==> config.mk <==
export PLATFORM = sky130hd
export DESIGN_NAME = tpsram_fifo_ctrl
export DESIGN_NICKNAME = d
export VERILOG_FILES = /design/src/rtl/tpsram_fifo_pkg.sv /design/src/rtl/tpsram_fifo_outbuf.sv /design/src/rtl/tpsram_fifo_ctrl.sv
export SDC_FILE = /design/constraint.sdc
export NUM_CORES = 1
export LEC_CHECK = 0
export CAP_MARGIN = 20
export CORE_UTILIZATION = 30
export CTS_CLUSTER_DIAMETER = 60
export DETAILED_ROUTE_END_ITERATION = 8
export SYNTH_ARGS = -nofsm -noshare
export SYNTH_HDL_FRONTEND = slang
export SYNTH_SLANG_ARGS = --single-unit
==> constraint.sdc <==
create_clock -name CLK -period 9.3 [get_ports CLK]
set_input_delay 2.79 -clock CLK [delete_from_list [all_inputs] [get_ports CLK]]
set_output_delay 2.79 -clock CLK [all_outputs]
set_load 0.1 [all_outputs]
==> src/rtl/tpsram_fifo_pkg.sv <==
// Shared defaults and the output-stage occupancy encoding for the two-port SRAM FIFO controller.
package tpsram_fifo_pkg;

  localparam int DATA_W_DEF    = 20;
  localparam int ADDR_W_DEF    = 6;
  localparam int DEPTH_DEF     = 1 << ADDR_W_DEF;
  localparam int AFULL_TH_DEF  = 56;
  localparam int AEMPTY_TH_DEF = 8;

  // Encoded so the enum value equals the number of words held.
  typedef enum logic [1:0] {
    OCC_EMPTY = 2'd0,
    OCC_ONE   = 2'd1,
    OCC_TWO   = 2'd2
  } occ_t;

endpackage

==> src/rtl/tpsram_fifo_outbuf.sv <==
// Two-entry output stage: absorbs SRAM read data one cycle after issue and presents a registered head word.
module tpsram_fifo_outbuf
  import tpsram_fifo_pkg::*;
#(
  parameter int DATA_W = DATA_W_DEF
) (
  input  logic              clk_i,
  input  logic              rst_ni,
  input  logic              push_i,
  input  logic [DATA_W-1:0] push_data_i,
  input  logic              pop_i,
  input  logic              flush_i,
  output logic [DATA_W-1:0] head_o,
  output logic              valid_o,
  output occ_t              occ_o
);

  occ_t              occ_q;
  logic [DATA_W-1:0] head_q;
  logic [DATA_W-1:0] tail_q;

  // The issue logic upstream never lets occupancy plus in-flight reads exceed two,
  // so a push into TWO only ever arrives together with a pop.
  always_ff @(posedge clk_i or negedge rst_ni) begin
    if (!rst_ni) begin
      occ_q  <= OCC_EMPTY;
      head_q <= '0;
      tail_q <= '0;
    end else if (flush_i) begin
      occ_q <= OCC_EMPTY;
    end else begin
      case (occ_q)
        OCC_EMPTY: begin
          if (push_i) begin
            head_q <= push_data_i;
            occ_q  <= OCC_ONE;
          end
        end
        OCC_ONE: begin
          case ({push_i, pop_i})
            2'b11: head_q <= push_data_i;
            2'b10: begin
              tail_q <= push_data_i;
              occ_q  <= OCC_TWO;
            end
            2'b01: occ_q <= OCC_EMPTY;
            default: ;
          endcase
        end
        OCC_TWO: begin
          if (pop_i) begin
            head_q <= tail_q;
            if (push_i) tail_q <= push_data_i;
            else        occ_q  <= OCC_ONE;
          end
        end
        default: occ_q <= OCC_EMPTY;
      endcase
    end
  end

  assign head_o  = head_q;
  assign valid_o = (occ_q != OCC_EMPTY);
  assign occ_o   = occ_q;

endmodule

==> src/rtl/tpsram_fifo_ctrl.sv <==
// FIFO controller around an external 1-cycle-latency two-port SRAM with first-word-fall-through streams.
module tpsram_fifo_ctrl
  import tpsram_fifo_pkg::*;
#(
  parameter int DATA_W    = DATA_W_DEF,
  parameter int ADDR_W    = ADDR_W_DEF,
  parameter int AFULL_TH  = AFULL_TH_DEF,
  parameter int AEMPTY_TH = AEMPTY_TH_DEF
) (
  input  logic              CLK,
  input  logic              RESETN,
  input  logic [DATA_W-1:0] WR_DATA,
  input  logic              WR_VALID,
  output logic              WR_READY,
  output logic [DATA_W-1:0] RD_DATA,
  output logic              RD_VALID,
  input  logic              RD_READY,
  input  logic              FLUSH,
  output logic [ADDR_W:0]   COUNT,
  output logic              AFULL,
  output logic              AEMPTY,
  output logic              RAM_W_EN,
  output logic [ADDR_W-1:0] RAM_W_ADDR,
  output logic [DATA_W-1:0] RAM_W_DATA,
  output logic              RAM_R_EN,
  output logic [ADDR_W-1:0] RAM_R_ADDR,
  input  logic [DATA_W-1:0] RAM_R_DATA,
  output occ_t              dbg_occ_o
);

  localparam int                CW       = ADDR_W + 1;
  localparam logic [ADDR_W:0]   DEPTH_C  = CW'(1 << ADDR_W);
  localparam logic [ADDR_W:0]   AFULL_C  = CW'(AFULL_TH);
  localparam logic [ADDR_W:0]   AEMPTY_C = CW'(AEMPTY_TH);
  localparam logic [ADDR_W:0]   CNT_ONE  = CW'(1);
  localparam logic [ADDR_W-1:0] PTR_ONE  = ADDR_W'(1);

  // Handshake rules: a word moves on a port exactly in a cycle where valid and ready are
  // both high at the rising edge; valid never depends on ready on the same port.
  logic              ready_q;
  logic [ADDR_W-1:0] wptr_q, wptr_d;
  logic [ADDR_W-1:0] rptr_q, rptr_d;
  logic [ADDR_W:0]   ram_cnt_q, ram_cnt_d;
  logic [ADDR_W:0]   count_q, count_d;
  logic              inflight_q;
  logic              afull_q, afull_d;
  logic              aempty_q, aempty_d;

  logic              wr_ready;
  logic              w_en;
  logic              r_en;
  logic              pop;
  logic              rd_valid;
  logic [DATA_W-1:0] rd_data;
  occ_t              occ;
  logic [1:0]        occ_n;
  logic [2:0]        slots_used;

  assign occ_n = occ;

  always_comb begin
    wr_ready   = ready_q & (ram_cnt_q < DEPTH_C) & ~FLUSH;
    w_en       = WR_VALID & wr_ready;
    pop        = rd_valid & RD_READY;
    // Output slots that will be occupied after this edge if no new read is issued.
    slots_used = {1'b0, occ_n} + {2'b00, inflight_q} - {2'b00, pop};
    // ram_cnt excludes the word being written this cycle, so rptr never meets wptr here.
    r_en       = (ram_cnt_q != '0) & (slots_used < 3'd2) & ~FLUSH;

    wptr_d    = wptr_q;
    rptr_d    = rptr_q;
    ram_cnt_d = ram_cnt_q;
    count_d   = count_q;

    if (FLUSH) begin
      wptr_d    = '0;
      rptr_d    = '0;
      ram_cnt_d = '0;
      count_d   = '0;
    end else begin
      if (w_en) wptr_d = wptr_q + PTR_ONE;
      if (r_en) rptr_d = rptr_q + PTR_ONE;
      case ({w_en, r_en})
        2'b10:   ram_cnt_d = ram_cnt_q + CNT_ONE;
        2'b01:   ram_cnt_d = ram_cnt_q - CNT_ONE;
        default: ram_cnt_d = ram_cnt_q;
      endcase
      case ({w_en, pop})
        2'b10:   count_d = count_q + CNT_ONE;
        2'b01:   count_d = count_q - CNT_ONE;
        default: count_d = count_q;
      endcase
    end

    afull_d  = (count_d >= AFULL_C);
    aempty_d = (count_d <= AEMPTY_C);
  end

  always_ff @(posedge CLK or negedge RESETN) begin
    if (!RESETN) begin
      ready_q    <= 1'b0;
      wptr_q     <= '0;
      rptr_q     <= '0;
      ram_cnt_q  <= '0;
      count_q    <= '0;
      inflight_q <= 1'b0;
      afull_q    <= 1'b0;
      aempty_q   <= 1'b1;
    end else begin
      ready_q    <= 1'b1;
      wptr_q     <= wptr_d;
      rptr_q     <= rptr_d;
      ram_cnt_q  <= ram_cnt_d;
      count_q    <= count_d;
      inflight_q <= r_en;
      afull_q    <= afull_d;
      aempty_q   <= aempty_d;
    end
  end

  // Read data landing during a flush cycle is dropped because flush wins over push.
  tpsram_fifo_outbuf #(
    .DATA_W (DATA_W)
  ) u_outbuf (
    .clk_i       (CLK),
    .rst_ni      (RESETN),
    .push_i      (inflight_q),
    .push_data_i (RAM_R_DATA),
    .pop_i       (pop),
    .flush_i     (FLUSH),
    .head_o      (rd_data),
    .valid_o     (rd_valid),
    .occ_o       (occ)
  );

  assign WR_READY   = wr_ready;
  assign RD_DATA    = rd_data;
  assign RD_VALID   = rd_valid;
  assign COUNT      = count_q;
  assign AFULL      = afull_q;
  assign AEMPTY     = aempty_q;
  assign RAM_W_EN   = w_en;
  assign RAM_W_ADDR = wptr_q;
  assign RAM_W_DATA = WR_DATA;
  assign RAM_R_EN   = r_en;
  assign RAM_R_ADDR = rptr_q;
  assign dbg_occ_o  = occ;

endmodule

==> qor.yml <==
worst_setup_path:
  path_common_cell: "nand2_1"
  timing.critical_path.from_type: "input port"
  end_kind: "output port"
  cp_num_buf_inv: 2
  worstPathArrival_ns: 4.98
  cp_max_fo: 13
  worstReg2RegEnd: "ram_cnt_q[5]"
  worstSetupPathType: "input port to output port"
  rr_startpoint: "u_outbuf.occ_o[1]"
  crit_chain: "clkdlybuf4s50_1 -> nand2_1 -> nand2_1 -> nand2_1 -> fa_1 -> xnor2_1 -> o211ai_4 -> nor2_1 -> buf_4"
  required_ns: 6.51
  critPathTopFamily: "buffers and inverters"
  max_stage_delay_ns: 0.52
  reg2reg_depth: 13
  reg2reg_slack_ns: 5.33
  crit_slowest_cell: "clkdlybuf4s50_1"
floorplanning:
  dieHeight_um: 115
  ioPinCount: 112
  chipWidth_um: 115
  initial_core_util: 0.313
  coreArea_sq_um: 12200
  num_rows: 40
  design.die.area_sq_um: 13100
synthesis:
  synth_cells: 359
  yosysWarnings: 0
  synth_fa_ha_area_frac: 0.0586
  synth-edff-count: 0
  netlist_area_sq_um: 3800
  seq_area_frac_synth: 0.474
  syn_nets: 420
  synth.area.mux_share: 0.130
  ys_dominant_reg_cell: "dfrtp_1"
  syn_area_per_cell_sq_um: 10.6
  synth-simple-area-share: 0.119
  synth-compound-area-share: 0.113
  ys_ff_latch: 72
  yosysUniqueCellTypes: 46
  synth_top_family_by_area: "multiplexers"
  synthXorXnorAreaFrac: 0.0388
  async_reset_ff_frac: 1.00
power_and_ir_drop:
  worst_ir_drop_vdd_uv: 219
  power_density_nw_per_um2: 386
  finalPower_uw: 1880
  leakage_uw: 0.00207
sta:
  worst_slew_pin_slew_ns: 0.996
  fin_worst_skew_ns: 0.00543
  setup_ws_ns: 1.53
  grt_setup_unrepaired: "no"
  fmax_mhz: 129
  layout_min_cycle_time_ns: 7.77
  post-route-period-util: 0.835
  setup_viol: 0
  hold_viol: 0
  relSlewSlack: 0.334
  maxSlewViolCount: 0
  setup_tns_ns: 0
clocking:
  cts_tree: "yes"
  clkTransAtPathRegs_ns: 0.05
  ctsRootBufferMaster: "clkbuf_16"
  cts_setup_buffers: 0
  cts_buffers: 9
  cts_resized: 0
  clk_latency_ns: 0.34
  cts_hold_buf: 0
  cts_buffer_depth: 2
  htree_levels: 3
  clock_sinks: 72
layout:
  area_growth_pct: 28.0
  nFillCells: 1198
  drive_above_1_share: 0.130
  nets: 470
  insertedDiodeCount: 0
  instances_no_fill: 582
place:
  gp_congestion: 0.821
  pre_cts_slack_ns: 1.53
  port_buffers: 71
  dp_cells: 566
  hpwl_um: 5470
run:
  cap_violations: 0
drt:
  first_iter_violations: 100
  ant_nets: 0
  wl_um: 8020
  num_vias: 2706
  viasPerCell: 4.65
  firstDrtPassIters: 4
  detail_route.wl_per_cell_um: 13.8
  drc: 0
hold_path:
  hold_depth: 1
  hold_class: "flip-flop to flip-flop"
  min_from: "u_outbuf.tail_q[14]"
  hold_path_end: "u_outbuf.tail_q[14]"
global_routing:
  grt_overflow: 0
  antenna_found_initial: 0
  gr-usage-all-layers: 0.135
  grt_max_degree: 73
  grt_pass1_vias: 2785
  grt_pass1_wl_um: 13500
outcome:
  status: "finished, final reports clean"
[logic make-up after synthesis]
| logic type | after synthesis |
|---|---|
| flip-flops | 72 |
| multiplexers | 47 |
| AND/OR/NAND/NOR | 96 |
| buffers and inverters | 42 |
| adder cells (fa/ha/maj) | 16 |
| AO/OA/AOI/OAI | 69 |
| other | 1 |
| XOR/XNOR | 16 |
[cell usage in the layout, fill, tap and decap left out, types with 6 or more instances in the layout]
| cell type | Yosys | layout |
|---|---|---|
| nor2_1 | 49 | 49 |
| clkdlybuf4s50_1 | 0 | 67 |
| ha_1 | 13 | 13 |
| a21oi_1 | 29 | 28 |
| clkbuf_16 | 0 | 9 |
| nand2_1 | 14 | 14 |
| mux2i_1 | 27 | 27 |
| inv_1 | 6 | 6 |
| mux2_2 | 20 | 20 |
| a211oi_1 | 6 | 6 |
| xor2_1 | 8 | 8 |
| xnor2_1 | 7 | 7 |
| o21ai_0 | 17 | 16 |
| buf_4 | 21 | 7 |
| nor3_1 | 6 | 6 |
| dfrtp_1 | 71 | 71 |
[through the flow]
step                hold WS, ns  cell area, sq um   util
floorplan                 0.479              3800      -
global placement          0.487              4530  0.373
detailed placement        0.493              4530  0.373
CTS                       0.506              4870  0.400
global route              0.521              4870  0.400
finish                    0.503              4870  0.400
[worst max path at each step]
stage	startpoint	to	slack, ns	cells after the start
floorplan	RD_READY	RAM_R_EN	1.17	8
global placement	RD_READY	RAM_R_EN	1.58	9
detailed placement	RD_READY	RAM_R_EN	1.53	9
CTS	RD_READY	RAM_R_EN	1.52	9
global route	RD_READY	RAM_R_EN	1.39	9
finish	RD_READY	RAM_R_EN	1.53	9
[synthesized netlist by cell type (all sizes together) (2+ instances only)]
master  instances  area share
o211ai          2      0.0076
nor4            2      0.0033
a21o            4      0.0079
o21ai          17       0.022
nor3            7       0.011
a211oi          6       0.012
nand3           2      0.0026
xnor2           8       0.020
mux2           20       0.059
or3             4      0.0066
nor2b           3      0.0049
nand2b          3      0.0049
nand3b          4      0.0079
nand2          14       0.014
fa              3       0.016
dfrtp          71        0.47
nand4           2      0.0033
o41ai           3      0.0069
nor2           49       0.048
inv             7      0.0069
clkbuf          9      0.0089
ha             13       0.043
a21oi          29       0.038
xor2            8       0.018
mux2i          27       0.071
buf            26       0.050
and2            3      0.0049
[state kept, by name, summed over array words and instances (netlist names)]
signal	flops
ram_cnt_q	7
u_outbuf.tail_q	20
u_outbuf.head_o	20
inflight_q	1
AFULL	1
AEMPTY	1
u_outbuf.occ_o	2
RAM_W_ADDR	6
ready_q	1
COUNT	7
RAM_R_ADDR	6
[worst register-to-register path: cells and delay by family (launching register included)]
| kind | cells | cell delay, ns |
|---|---|---|
| AND/OR/NAND/NOR | 5 | 1.25 |
| adder cells (fa/ha/maj) | 2 | 0.78 |
| XOR/XNOR | 1 | 0.25 |
| AO/OA/AOI/OAI | 5 | 1.06 |
| flip-flops | 1 | 0.50 |
[routing by layer]
layer	vias up	GRT usage	share of wire
met5	-	0	0
met4	0	0.0606	0.017
met3	16	0.0455	0.060
met2	62	0.221	0.46
met1	1296	0.161	0.46
li1	1332	-	-
[power by group]
group / total (uW) / leakage, uW / switching [uW] / internal (uW)
clock: 391 / 0.000162 / 130 / 261
combinational: 988 / 0.00100 / 696 / 291
sequential: 499 / 0.000902 / 75.0 / 424
[layout make-up]
class / instances / area, sq um / share of cell area
clock buffers: 10 / 229 / 0.0470
repair buffers: 74 / 723 / 0.149
clock inverters: 6 / 108 / 0.0221
flip-flops and latches: 72 / 1800 / 0.370
well taps: 168 / 210 / 0.0432
multi-input cells: 245 / 1770 / 0.363
inverters: 7 / 26.3 / 0.00540
Note: power is estimated with default switching activity, not from simulation.
